$ cat src/rtl/pwm_deadtime_inserter.sv
// Complementary half-bridge gate drive with programmable dead time, enable
// and a latching fault shutdown. All decisions use the registered PWM input.
module pwm_deadtime_inserter #(
  parameter int DT_WIDTH = 8
) (
  input  logic                clk,
  input  logic                reset,
  input  logic                enable,
  input  logic                pwm_in,
  input  logic [DT_WIDTH-1:0] dead_time,
  input  logic                fault,
  input  logic                fault_clear,
  output logic                hs_out,
  output logic                ls_out,
  output logic                dt_active,
  output logic                fault_latched
);

  typedef enum logic [2:0] {
    S_OFF,
    S_DT_TO_HS,
    S_HS_ON,
    S_DT_TO_LS,
    S_LS_ON,
    S_FAULT
  } state_e;

  state_e              state_q, state_d;
  logic [DT_WIDTH-1:0] cnt_q, cnt_d;
  logic [DT_WIDTH-1:0] dt_load;
  logic                pwm_q;

  // A programmed dead time of zero still gives one dead cycle.
  assign dt_load = (dead_time == '0) ? '0 : dead_time - DT_WIDTH'(1);

  // NOTE: every variable gets a default at the top so no path infers a latch.
  always_comb begin
    state_d = state_q;
    cnt_d   = cnt_q;
    if (fault) begin
      state_d = S_FAULT;
    end else if (state_q == S_FAULT) begin
      if (fault_clear) state_d = S_OFF;
    end else if (!enable) begin
      state_d = S_OFF;
    end else begin
      case (state_q)
        S_OFF: begin
          state_d = pwm_q ? S_DT_TO_HS : S_DT_TO_LS;
          cnt_d   = dt_load;
        end
        S_HS_ON: begin
          if (!pwm_q) begin
            state_d = S_DT_TO_LS;
            cnt_d   = dt_load;
          end
        end
        S_LS_ON: begin
          if (pwm_q) begin
            state_d = S_DT_TO_HS;
            cnt_d   = dt_load;
          end
        end
        // An abort returns straight to the side that is already safe.
        S_DT_TO_HS: begin
          if (!pwm_q)              state_d = S_LS_ON;
          else if (cnt_q == '0)    state_d = S_HS_ON;
          else                     cnt_d   = cnt_q - DT_WIDTH'(1);
        end
        S_DT_TO_LS: begin
          if (pwm_q)               state_d = S_HS_ON;
          else if (cnt_q == '0)    state_d = S_LS_ON;
          else                     cnt_d   = cnt_q - DT_WIDTH'(1);
        end
        default: state_d = S_OFF;
      endcase
    end
  end

  // NOTE: sequential state uses non-blocking assignments only.
  always_ff @(posedge clk or negedge reset) begin
    if (!reset) begin
      state_q       <= S_OFF;
      cnt_q         <= '0;
      pwm_q         <= 1'b0;
      hs_out        <= 1'b0;
      ls_out        <= 1'b0;
      dt_active     <= 1'b0;
      fault_latched <= 1'b0;
    end else begin
      state_q       <= state_d;
      cnt_q         <= cnt_d;
      pwm_q         <= pwm_in;
      hs_out        <= (state_d == S_HS_ON);
      ls_out        <= (state_d == S_LS_ON);
      dt_active     <= (state_d == S_DT_TO_HS) || (state_d == S_DT_TO_LS);
      fault_latched <= (state_d == S_FAULT);
    end
  end

endmodule

$ cat config.mk
export PLATFORM = sky130hd
export DESIGN_NAME = pwm_deadtime_inserter
export DESIGN_NICKNAME = d
export VERILOG_FILES = /design/src/rtl/pwm_deadtime_inserter.sv
export SDC_FILE = /design/constraint.sdc
export NUM_CORES = 1
export LEC_CHECK = 0
export BUFFER_PORTS_ARGS = -buffer_cell sky130_fd_sc_hd__clkbuf_2
export CAP_MARGIN = 20
export CORE_ASPECT_RATIO = 0.75
export CORE_MARGIN = 1
export CORE_UTILIZATION = 35
export CTS_BUF_LIST = sky130_fd_sc_hd__clkbuf_16
export DETAILED_ROUTE_END_ITERATION = 8
export PLACE_DENSITY = 0.61
export SLEW_MARGIN = 20
export SYNTH_ARGS = -nofsm -noshare
export SYNTH_HDL_FRONTEND = slang
export SYNTH_SLANG_ARGS = --single-unit
$ cat constraint.sdc
create_clock -name clk -period 1.8 [get_ports clk]
set_input_delay 0.09 -clock clk [delete_from_list [all_inputs] [get_ports clk]]
set_output_delay 0.09 -clock clk [all_outputs]
set_load 0.05 [all_outputs]
Word level (Yosys, flattened, before mapping). Index checks and enable logic that the tools add are counted.

Add/subtract/negate cells: 2. Eq/ne operators: 14. Mux-type cells: 19. Bitwise gates (word level): 2. Reduce and logical (&&, ||, !) cells: 6.

Operator list (count): $mux 8 (6); $pmux 8 s5 (1); $mux 3 (10); $logic_not 8->1 (2); $sub 8x1->8 const B (2); $pmux 3 s5 (1); $eq 3x2->1 const B (4); $eq 3x3->1 const B (4); $ne 2x2->1 const B (4); $reduce_and 8->1 (1); $eq 3x1->1 const B (2); $reduce_bool 5->1 (1); $logic_not 3->1 (1); $mux 2 (1); $not 1->1 (2); $logic_or 1x1->1 (1).

Flip-flop bits (word level): 16.

Longest topological paths before layout. Gate-level depths: netlist of run 1.

Depth after elaboration: 9. Gate-level depth with buffers: 8. Mapped depth without buffers: 7.

Worst setup path before layout of run 1. OpenSTA, ideal clock, no wires.

Path type: register -> register. From: reg cnt_q[0]. To: reg cnt_q[3]. Setup time: 0.121 ns. Data arrival time: 1.722 ns. Required time: 1.679 ns. Setup slack: -0.043 ns. Cell stages (with the launch flop): 8. Path buffers: 0. Period minus slack after synthesis: 1.843 ns. Path through: dfrtp_1 -> inv_1 -> ha_1 -> and2_4 -> a32o_2 -> nor3_4 -> o21ai_1 -> a22o_1.

Word-level cells in the longest chain between the ends: 4. Elaborated cells between the ends (all ways): 6.

RTL lines: start, declared (line 29) `logic [DT_WIDTH-1:0] cnt_q, cnt_d;`; start signal, assigned (line 92) `cnt_q <= cnt_d;`; $sub 8x1->8 or $logic_not 8->1 (tied branches); $mux 8 * (line 67, 72); $mux 8, on equally long branches (line 71, 66); $pmux 8 s5 * (line 47) `case (state_q)`.

Every way passes the cells marked *; elsewhere a longest branch is shown, timed or not. The select of a mux whose other input is x is not followed. A chain may end at the register's enable or synchronous reset.

Final worst setup path of run 1.
From: reg cnt_q[0]. To: reg cnt_q[5].

Same word-level chain as after synthesis.

==> reports/qor.csv, run 1 <==
stage,metric,value,unit
run_status,status,finished with violations,
run_status,failed_checks,negative setup slack,
sta,rsz0062_at_grt,true,
die,initial_core_util,36.8,%
logic_synthesis,ys_types,44,
clock_tree,clkSinkCount,16,
drt,drc_errors,0,
logic_synthesis,syn_area,1090,sq um
worst_setup_path,r2r-end,cnt_q[5],
clock_tree,clk_path_buf_depth,2,
logic_synthesis,ys_ff_latch,16,
logic_synthesis,yosysSeqAreaShare,36.8,%
die,io_pins,18,
worst_setup_path,path_class,reg -> reg,
global_routing,grt_usage,17.1,%
drt,drtAntennaViolNets,0,
cells_and_area,drive_gt1_share,34.0,%
pwr,vdd_ir_drop_max,0.000462,V
sta,relSlewSlack,68.4,%
clock_tree,numCtsBuffers,3,
global_routing,grt_pass1_vias,892,
drt,wl_per_cell,13.8,um
die,die_w,66.4,um
die,die_h,50.3,um
drt,initialDrtViolationCount,64,
logic_synthesis,synth_flop_cell,dfrtp_1,
logic_synthesis,synth_top_family_by_area,simple AND/OR/NAND/NOR gates,
logic_synthesis,synth_compound_area_share,21.7,%
placement,dp_hpwl,1880,um
logic_synthesis,syn_inst,119,
logic_synthesis,synthAdderAreaFrac,3.45,%
worst_setup_path,crit_fanout,6,
global_routing,antenna_found_initial,0,
global_routing,grt_overflow,0,
sta,fin_tns_setup,-64.2,ps
pwr,p_leak,0.640,nW
drt,dr_total_vias,984,
cells_and_area,areaGrowthSynthToFinish,31.8,%
worst_setup_path,max_stage_delay,360,ps
drt,first_pass_iters,4,
placement,placed_area,1270,sq um
placement,place_congestion,0.837,
sta,whs,79.0,ps
global_routing,grt_max_degree,17,
global_routing,grt_pass1_wl,4120,um
sta,fmax,545,MHz
worst_setup_path,r2r-start,cnt_q[0],
placement,dp_slack,22.9,ps
pwr,cellPowerDensity,1140,nW/um^2
worst_setup_path,critPathSlowestCell,dfrtp_1,
hold_path,hold_class,in -> reg,
logic_synthesis,synth_xor_area_share,2.41,%
cells_and_area,finish.instance_area,1440,sq um
worst_setup_path,critPathLaunchType,flip-flop,
run,drv_cap,0,
die,die_area,3340,sq um
clock_tree,clockRootBuffer,clkbuf_16,
worst_setup_path,cp.arrival,1970,ps
clock_tree,insertion_delay,250,ps
logic_synthesis,synth.net_count,136,
sta,worst_pin_slew,470,ps
sta,period_needed,1840,ps
worst_setup_path,startpoint,cnt_q[0],
die,rows,17,
logic_synthesis,syn-mean-instance-area,9.15,sq um
sta,fin_ws,-35.2,ps
cells_and_area,post-route-util,48.5,%
clock_tree,clk_pin_slew_worst_paths,50,ps
cells_and_area,regArea,400,sq um
worst_setup_path,endpoint_kind,flip-flop,
logic_synthesis,ys_warn_count,0,
worst_setup_path,critPathCapture,cnt_q[5],
logic_synthesis,async_reset_ff_share,100,%
logic_synthesis,synth_edf_count,0,
sta,hold_viol_final,0,
logic_synthesis,synth_mux_area_share,3.68,%
clock_tree,htree_levels,1,
worst_setup_path,rrSetupSlack,-40,ps
drt,viasPerCell,5.23,
worst_setup_path,reg2reg_depth,8,
cells_and_area,nNetsFinal,168,
cells_and_area,multi_input_area,649,sq um
die,core_area,2960,sq um
worst_setup_path,cp_data_required_time,1930,ps
worst_setup_path,critical-path-top-delay-family,simple AND/OR/NAND/NOR gates,
placement,dpl.cell_count,179,
cells_and_area,stdcell_count,188,
sta,setup_viol_count_final,3,
placement,place.port_buffers,17,
cells_and_area,num_antenna_cells,0,
sta,slew_viol_final,0,
worst_setup_path,worstPathCellList,inv_2 > ha_4 > and2_4 > a32o_2 > nor3_4 > buf_12 > nand2_2 > a22o_1,
worst_setup_path,worst-path-buf-inv,2,
sta,fin_crit_sh,102,%
hold_path,whs_path_depth,3,
drt,wirelength,2600,um
sta,fin_skew,2.19,ps
pwr,p_total,1.64,mW
worst_setup_path,cp_num_cells,8,
logic_synthesis,synth-simple-area-share,26.2,%
clock_tree,cts_tree,done,
cells_and_area,nFillCells,284,
-- worst min-delay path by stage --
stage,startpoint,end,slack [ps]
4_1_cts,fault,state_q[2],80
6_report,fault,state_q[2],80
3_3_place_gp,reset,fault_latched,40
3_5_place_dp,reset,dt_active,50
2_1_floorplan,reset,cnt_q[0],-210
5_1_grt,fault,state_q[2],100
-- report_power, final --
part,switching [mW],internal [mW]
combinational,0.339,0.309
sequential,0.105,0.457
clock,0.138,0.295
total,0.582,1.06
-- cells in the final DEF, fill, tap and decap left out, types with 2 or more instances in the layout --
cell | synthesis | final
nand2b_1 | 3 | 3
nor4_1 | 2 | 2
dfrtp_1 | 16 | 16
mux2i_1 | 4 | 4
o21ai_1 | 2 | 2
clkbuf_16 | 0 | 4
nand3_1 | 4 | 4
xnor2_1 | 2 | 2
nor2b_1 | 4 | 4
a21oi_2 | 7 | 7
nand2_1 | 11 | 10
a32o_1 | 2 | 2
ha_1 | 3 | 2
dlygate4sd3_1 | 0 | 2
nand3b_1 | 3 | 3
inv_1 | 6 | 4
buf_4 | 0 | 11
clkbuf_2 | 0 | 17
o21ai_0 | 5 | 5
inv_2 | 1 | 3
nor3_1 | 2 | 2
nor2_1 | 10 | 10
a21oi_1 | 3 | 3
a22o_1 | 3 | 3
-- area by class of cell --
| class | count | area share [%] |
|---|---|---|
| multi-input combinational | 91 | 45.2 |
| tap | 38 | 3.31 |
| sequential | 16 | 27.9 |
| inverter | 7 | 1.83 |
| clock buffer | 3 | 5.23 |
| clock inverter | 1 | 0.262 |
| timing repair buffer | 32 | 16.2 |
-- worst register-to-register path: cells and delay by family, from the launching register on --
kind,cells,cell delay [ps]
and+or+nand+nor,3,500
AOI/OAI and AO/OA,2,470
DFF,1,360
buffers and inverters,2,230
adders and majority gates,1,160
-- flip-flops by register name, indices dropped and copies added (netlist names) --
signal / count
cnt_q: 8
state_q: 3
dt_active: 1
fault_latched: 1
hs_out: 1
ls_out: 1
pwm_q: 1
-- layer usage --
| metal | share of wire (%) | track usage [%] | up-vias |
|---|---|---|---|
| met3 | 5.3 | 5.45 | 4 |
| met4 | 0.85 | 5.32 | 0 |
| li1 | - | - | 491 |
| met2 | 46 | 25.2 | 17 |
| met1 | 47 | 23.8 | 472 |
| met5 | 0 | 0 | - |
-- cells by family (layout without fill, tap and decap cells) --
family	after synthesis	in the layout
compound gates	31	31
xor+xnor	3	3
buf+inv	12	43
fa+ha+maj	3	3
simple gates	50	50
flops	16	16
mux	4	4
-- synthesized netlist by cell type, types with 2 or more instances --
library cell	instances	area share [%]
nor2_1	10	3.4
inv_1	6	2.1
nand3b_1	3	2.1
nor2b_1	4	2.3
nand2_1	11	3.8
a21oi_2	7	5.6
nand2b_1	3	1.7
buf_6	2	2.1
dfrtp_1	16	37
o21ai_1	2	0.92
xnor2_1	2	1.6
nand3_1	4	1.8
a21oi_1	3	1.4
a22o_1	3	2.4
nor4_1	2	1.1
buf_2	2	0.92
mux2i_1	4	3.7
a32o_1	2	1.8
ha_1	3	3.4
o21ai_0	5	2.3
nor3_1	2	0.92
-- timing repair --
| action | CTS | global route |
|---|---|---|
| gates resized for setup | 0 | 6 |
| endpoints found under the setup margin | 0 | 5 |
| hold buffers | 2 | 0 |
| hold endpoints to repair | 17 | 0 |
| setup buffers | 0 | 2 |
Power figures use the tool's default switching activity.
==> inputs of run 2 (changes only) <==
- GPL_ROUTABILITY_DRIVEN: unset -> 0
- SETUP_SLACK_MARGIN: unset -> 0.2
==> run 2 against run 1 <==
  * Design area increased by 3.1%
  * Sequential share of layout area decreased by 0.68 points
  * The flow now finishes without violations
  * Utilization increased by 1.5 points
  * Register-to-register slack improved by 180 ps
  * Critical path type unchanged
  * Combinational power increased by 10%
  * Flip-flop and latch count unchanged
  * Via count increased by 5.3%
  * First-iteration DRC count decreased by 52%
  * Highest routed layer unchanged
  * Sequential power increased by 2%
==> reports/qor.csv, run 2 (synthesized netlist as in run 1, its figures left out) <==
stage,metric,value,unit,change
sta,slew_viol_final,0,,unchanged
hold_path,hold_class,in -> reg,,
clock_tree,insertion_delay,250,ps,about the same
worst_setup_path,critPathSlowestCell,dfrtp_1,,
clock_tree,clkSinkCount,16,,unchanged
pwr,p_total,1.73,mW,+5.2%
run_status,status,completed,,
sta,hold_viol_final,0,,unchanged
die,core_area,2960,sq um,unchanged
sta,setup_viol_count_final,0,,-3
pwr,power.switching,0.633,mW,+8.7%
hold_path,whs_endpoint,state_q[2],,
worst_setup_path,reg2reg_depth,8,,unchanged
pwr,vdd_ir_drop_max,0.000426,V,-7.8%
die,rows,17,,unchanged
placement,dp_slack,-13.1,ps,-36.0 ps
worst_setup_path,cp_data_required_time,1940,ps,about the same
sta,rsz0062_at_grt,true,,
worst_setup_path,r2r-end,cnt_q[3],,
drt,drc_errors,0,,unchanged
drt,initialDrtViolationCount,31,,-52%
pwr,p_seq_share,33.2,%,-1.0 points
pwr,p_int,1.09,mW,+3.3%
worst_setup_path,path_class,reg -> reg,,
cells_and_area,areaGrowthSynthToFinish,36.0,%,
cells_and_area,regMostFlops,cnt_q,,
die,die_h,50.3,um,unchanged
sta,fin_skew,5.18,ps,+2.99 ps
cells_and_area,largest_reg_flops,8,,unchanged
cells_and_area,drive_gt1_share,39.2,%,+5.2 points
placement,place.port_buffers,17,,unchanged
drt,wirelength,2810,um,+8.1%
cells_and_area,final_common_cell,clkbuf_2,,
clock_tree,cts_tree,done,,
die,die_area,3340,sq um,unchanged
worst_setup_path,worstPathCellList,inv_2 > ha_4 > and2_4 > a32o_2 > nor3_4 > buf_6 > o21ai_2 > a22o_1,,
global_routing,grt_overflow,0,,unchanged
pwr,cellPowerDensity,1170,nW/um^2,+2.0%
worst_setup_path,crit_fanout,4,,-2
sta,fin_crit_sh,91.9,%,-10 points
drt,dr_total_vias,1036,,+5.3%
cells_and_area,nNetsFinal,171,,+1.8%
sta,fmax,605,MHz,+11%
worst_setup_path,r2r-start,cnt_q[0],,
hold_path,whs_path_depth,3,,unchanged
clock_tree,clk_pin_slew_worst_paths,50,ps,about the same
die,initial_core_util,36.8,%,unchanged
drt,first_pass_iters,4,,unchanged
worst_setup_path,cp.arrival,1790,ps,-180 ps
die,die_w,66.4,um,unchanged
worst_setup_path,max_stage_delay,350,ps,about the same
pwr,switching_share,36.6,%,+1.2 points
placement,dp_hpwl,2020,um,+7.5%
run,drv_cap,0,,unchanged
global_routing,grt_pass1_vias,986,,+11%
worst_setup_path,endpoint_kind,flip-flop,,
drt,wl_per_cell,14.7,um,+6.4%
cells_and_area,num_antenna_cells,0,,unchanged
sta,worst_pin_slew,480,ps,+10.3 ps
clock_tree,clk_path_buf_depth,2,,unchanged
hold_path,worstHoldStart,fault,,
drt,drtAntennaViolNets,0,,unchanged
die,io_pins,18,,unchanged
worst_setup_path,critPathLaunchType,flip-flop,,
worst_setup_path,rrSetupSlack,150,ps,+180 ps
sta,period_needed,1650,ps,-181 ps
clock_tree,clockRootBuffer,clkbuf_16,,
pwr,clockPowerShare,25.3,%,-1.0 points
pwr,p_comb_share,41.4,%,+1.9 points
clock_tree,htree_levels,1,,unchanged
drt,viasPerCell,5.42,,+3.6%
sta,whs,98.5,ps,+19.6 ps
global_routing,grt_usage,18.5,%,+1.3 points
cells_and_area,reg_top3,"cnt_q (8), state_q (3)",,
pwr,p_leak,0.654,nW,+2.1%
sta,fin_ws,146,ps,+181 ps
global_routing,grt_pass1_wl,4520,um,+9.7%
global_routing,antenna_found_initial,0,,unchanged
global_routing,grt_max_degree,17,,unchanged
clock_tree,numCtsBuffers,3,,unchanged
sta,relSlewSlack,67.7,%,-0.70 points
cells_and_area,final_cell_mix,"clkbuf_2 (17), dfrtp_1 (14), buf_4 (13)",,
## run 2: timing repair
item,CTS,global route
buffers inserted,3,1
gates resized for setup,4,8
hold endpoints to repair,17,0
setup endpoints to repair,9,9
hold buffers,2,0
pin swaps,5,1
## run 2: worst max path at each step
stage	startpoint	to	slack, ps	cells past startpoint
after CTS	cnt_q[7]	cnt_q[3]	130	6
final	cnt_q[0]	cnt_q[3]	150	8
after global placement	cnt_q[1]	cnt_q[0]	40	7
after detailed placement	cnt_q[1]	cnt_q[0]	-10	7
after global routing	cnt_q[1]	cnt_q[0]	100	8
after floorplan	cnt_q[0]	cnt_q[3]	110	7
## run 2: critical path, delay by kind of cell, from the launching register on
family / cells / cell delay, ps
adder cells (fa/ha/maj): 1 / 150
AND/OR/NAND/NOR: 2 / 290
AO/OA/AOI/OAI: 3 / 530
flip-flops: 1 / 350
buffers and inverters: 2 / 210
## run 2: power groups by stage
stage	sequential (mW)	clock, mW	combinational, mW
2_1_floorplan	0.560	0	0.389
3_3_place_gp	0.550	0	0.617
3_5_place_dp	0.550	0	0.637
4_1_cts	0.564	0.442	0.670
5_1_grt	0.581	0.461	0.776
6_report	0.574	0.437	0.716
## run 2: through the flow
stage	cell area [sq um]	TNS (ps)	utilization (%)	std cells
5_1_grt	1480	0	50.1	191
3_3_place_gp	1300	0	44.1	181
4_1_cts	1440	0	48.7	190
3_5_place_dp	1300	-25.9	44.1	181
6_report	1480	0	50.1	191
2_1_floorplan	1100	0	-	119
## run 2: layout make-up
cell class / instances / area (sq um)
clock inverters: 1 / 3.75
repair buffers: 35 / 245
clock buffers: 3 / 75.1
fillers: 263 / 1480
flip-flops and latches: 16 / 403
multi-input cells: 91 / 679
inverters: 7 / 26.3
well taps: 38 / 47.5
## run 2: routing by layer
| metal | track usage, % | up-vias | wire length [um] |
|---|---|---|---|
| li1 | - | 497 | - |
| met1 | 24.0 | 503 | 1380 |
| met2 | 27.7 | 29 | 1250 |
| met3 | 6.82 | 7 | 149 |
| met4 | 7.09 | 0 | 40 |
| met5 | 0 | - | 0 |
==> inputs of run 3 (changes only) <==
- SETUP_SLACK_MARGIN: 0.2 -> 0.4
==> run 3 against run 2 <==
  * Sequential power grew 2%
  * Critical path type unchanged
  * Non-clock buffer count shrank 4
  * Highest routed layer unchanged
  * Setup slack lost 27 ps
  * Wire length shrank 15%
  * Total power shrank 5.5%
  * Largest cell class unchanged
  * Clock power shrank 2%
  * Clock skew shrank 2.4 ps
==> reports/qor.csv, run 3 (synthesized netlist as in run 1, its figures left out) <==
stage,metric,value,unit,change
run_status,status,completed,,
die,die_h,50.3,um,unchanged
global_routing,grt_pass1_vias,885,,-10%
drt,drc_errors,0,,unchanged
global_routing,antenna_found_initial,0,,unchanged
global_routing,grt_max_degree,17,,unchanged
worst_setup_path,worst-path-buf-inv,2,,unchanged
sta,worst_pin_slew,438,ps,-42.2 ps
drt,dr_total_vias,937,,-9.6%
placement,dp_slack,38.8,ps,+52.0 ps
pwr,cellPowerDensity,1140,nW/um^2,-2.0%
die,die_w,66.4,um,unchanged
worst_setup_path,cp_data_required_time,1930,ps,about the same
sta,period_needed,1680,ps,+27.3 ps
hold_path,hold_class,in -> reg,,
sta,relSlewSlack,70.5,%,+2.8 points
run,drv_cap,0,,unchanged
cells_and_area,areaGrowthSynthToFinish,31.1,%,
pwr,clockPowerShare,26.4,%,+1.1 points
drt,drtAntennaViolNets,0,,unchanged
sta,fin_ws,119,ps,-27.3 ps
clock_tree,clk_path_buf_depth,2,,unchanged
sta,rsz0062_at_grt,true,,
clock_tree,insertion_delay,250,ps,about the same
global_routing,grt_overflow,0,,unchanged
pwr,p_seq_share,35.7,%,+2.5 points
pwr,switching_share,35.6,%,-0.98 points
sta,fmax,595,MHz,-1.6%
global_routing,grt_usage,17.1,%,-1.3 points
sta,slew_viol_final,0,,unchanged
clock_tree,cts_tree,done,,
drt,initialDrtViolationCount,30,,-3.2%
clock_tree,clockRootBuffer,clkbuf_16,,
drt,viasPerCell,5.01,,-7.6%
pwr,p_leak,0.629,nW,-3.8%
worst_setup_path,path_class,reg -> reg,,
sta,fin_skew,2.79,ps,-2.39 ps
cells_and_area,nNetsFinal,167,,-2.3%
die,die_area,3340,sq um,unchanged
clock_tree,clkSinkCount,16,,unchanged
clock_tree,clk_pin_slew_worst_paths,50,ps,about the same
cells_and_area,largest_reg_flops,8,,unchanged
die,core_area,2960,sq um,unchanged
worst_setup_path,critPathSlowestCell,dfrtp_1,,
worst_setup_path,critical-path-top-delay-family,compound AO/OA/AOI/OAI gates,,
die,io_pins,18,,unchanged
worst_setup_path,worstPathCellList,nor4_4 > a32o_2 > nor3_4 > buf_12 > buf_4 > o221a_1,,
worst_setup_path,crit_fanout,10,,+6
pwr,p_comb_share,37.9,%,-3.5 points
die,rows,17,,unchanged
worst_setup_path,cp.arrival,1810,ps,+20 ps
cells_and_area,final_common_cell,clkbuf_2,,
cells_and_area,drive_gt1_share,36.9,%,-2.3 points
clock_tree,numCtsBuffers,3,,unchanged
cells_and_area,num_antenna_cells,0,,unchanged
drt,wirelength,2400,um,-15%
placement,dp_hpwl,1780,um,-12%
worst_setup_path,endpoint_kind,flip-flop,,
global_routing,grt_pass1_wl,4200,um,-7.2%
drt,wl_per_cell,12.8,um,-13%
sta,setup_viol_count_final,0,,unchanged
sta,hold_viol_final,0,,unchanged
die,initial_core_util,36.8,%,unchanged
sta,fin_crit_sh,93.4,%,+1.5 points
cells_and_area,post-route-util,48.3,%,-1.8 points
placement,place.port_buffers,17,,unchanged
sta,fin_tns_setup,0,ps,unchanged
cells_and_area,final_cell_mix,"clkbuf_2 (17), dfrtp_1 (14), buf_4 (11)",,
clock_tree,htree_levels,1,,unchanged
pwr,vdd_ir_drop_max,0.000519,V,+22%
cells_and_area,regMostFlops,cnt_q,,
worst_setup_path,critPathLaunchType,flip-flop,,
worst_setup_path,max_stage_delay,400,ps,+50 ps
pwr,p_int,1.05,mW,-4.0%
drt,first_pass_iters,4,,unchanged
pwr,power.switching,0.582,mW,-8.0%
cells_and_area,reg_top3,"cnt_q (8), state_q (3)",,
sta,whs,99.0,ps,+0.466 ps
==> run 3: metal layers <==
layer  up-vias  wire length, um  track usage [%]
met2        10             1050             24.8
met4         0               18             4.26
met3         2               83             5.45
li1        488                -                -
met1       437             1240             24.5
met5         -                0                0
==> run 3: repair_timing <==
item / CTS / global route
buffers inserted: 3 / 0
hold buffers: 2 / 0
gates resized for setup: 2 / 5
pin swaps: 7 / 2
endpoints found under the hold margin: 17 / 0
endpoints found under the setup margin: 13 / 14
==> run 3: cell type report <==
cell class / count / area (sq um)
fillers: 280 / 1530
multi-input cells: 91 / 664
flip-flops and latches: 16 / 403
repair buffers: 31 / 208
clock buffers: 3 / 75.1
well taps: 38 / 47.5
inverters: 7 / 26.3
clock inverters: 1 / 3.75
==> run 3: power groups by stage <==
stage                     combinational (mW)  clock [mW]  sequential (mW)
after global routing                   0.695       0.457            0.600
after floorplan                        0.412           0            0.575
after detailed placement               0.572           0            0.575
final                                  0.619       0.430            0.584
after CTS                              0.607       0.441            0.576
after global placement                 0.562           0            0.576
==> run 3: worst register-to-register path, delay by kind of cell (launching register included) <==
family	cells	cell delay (ps)
AOI/OAI and AO/OA	2	510
DFF	1	400
and+or+nand+nor	2	370
buffers and inverters	2	280
==> run 3: stage by stage <==
stage | power [mW] | cell area, sq um | std cells
after floorplan | 0.987 | 1120 | 119
after global placement | 1.14 | 1280 | 178
after detailed placement | 1.15 | 1280 | 178
after CTS | 1.62 | 1420 | 187
after global routing | 1.75 | 1430 | 187
final | 1.63 | 1430 | 187
==> run 3: path summary, 6_finish.rpt <==
path,from,to,slack [ps],cells after the start
min,fault,state_q[2],100,3
min in group asynchronous,reset,cnt_q[7],300,2
min reg2reg,cnt_q[3],cnt_q[3],560,1
max,cnt_q[4],cnt_q[0],120,6
max in group asynchronous,reset,state_q[2],1180,2
max reg2reg,cnt_q[4],cnt_q[0],120,6
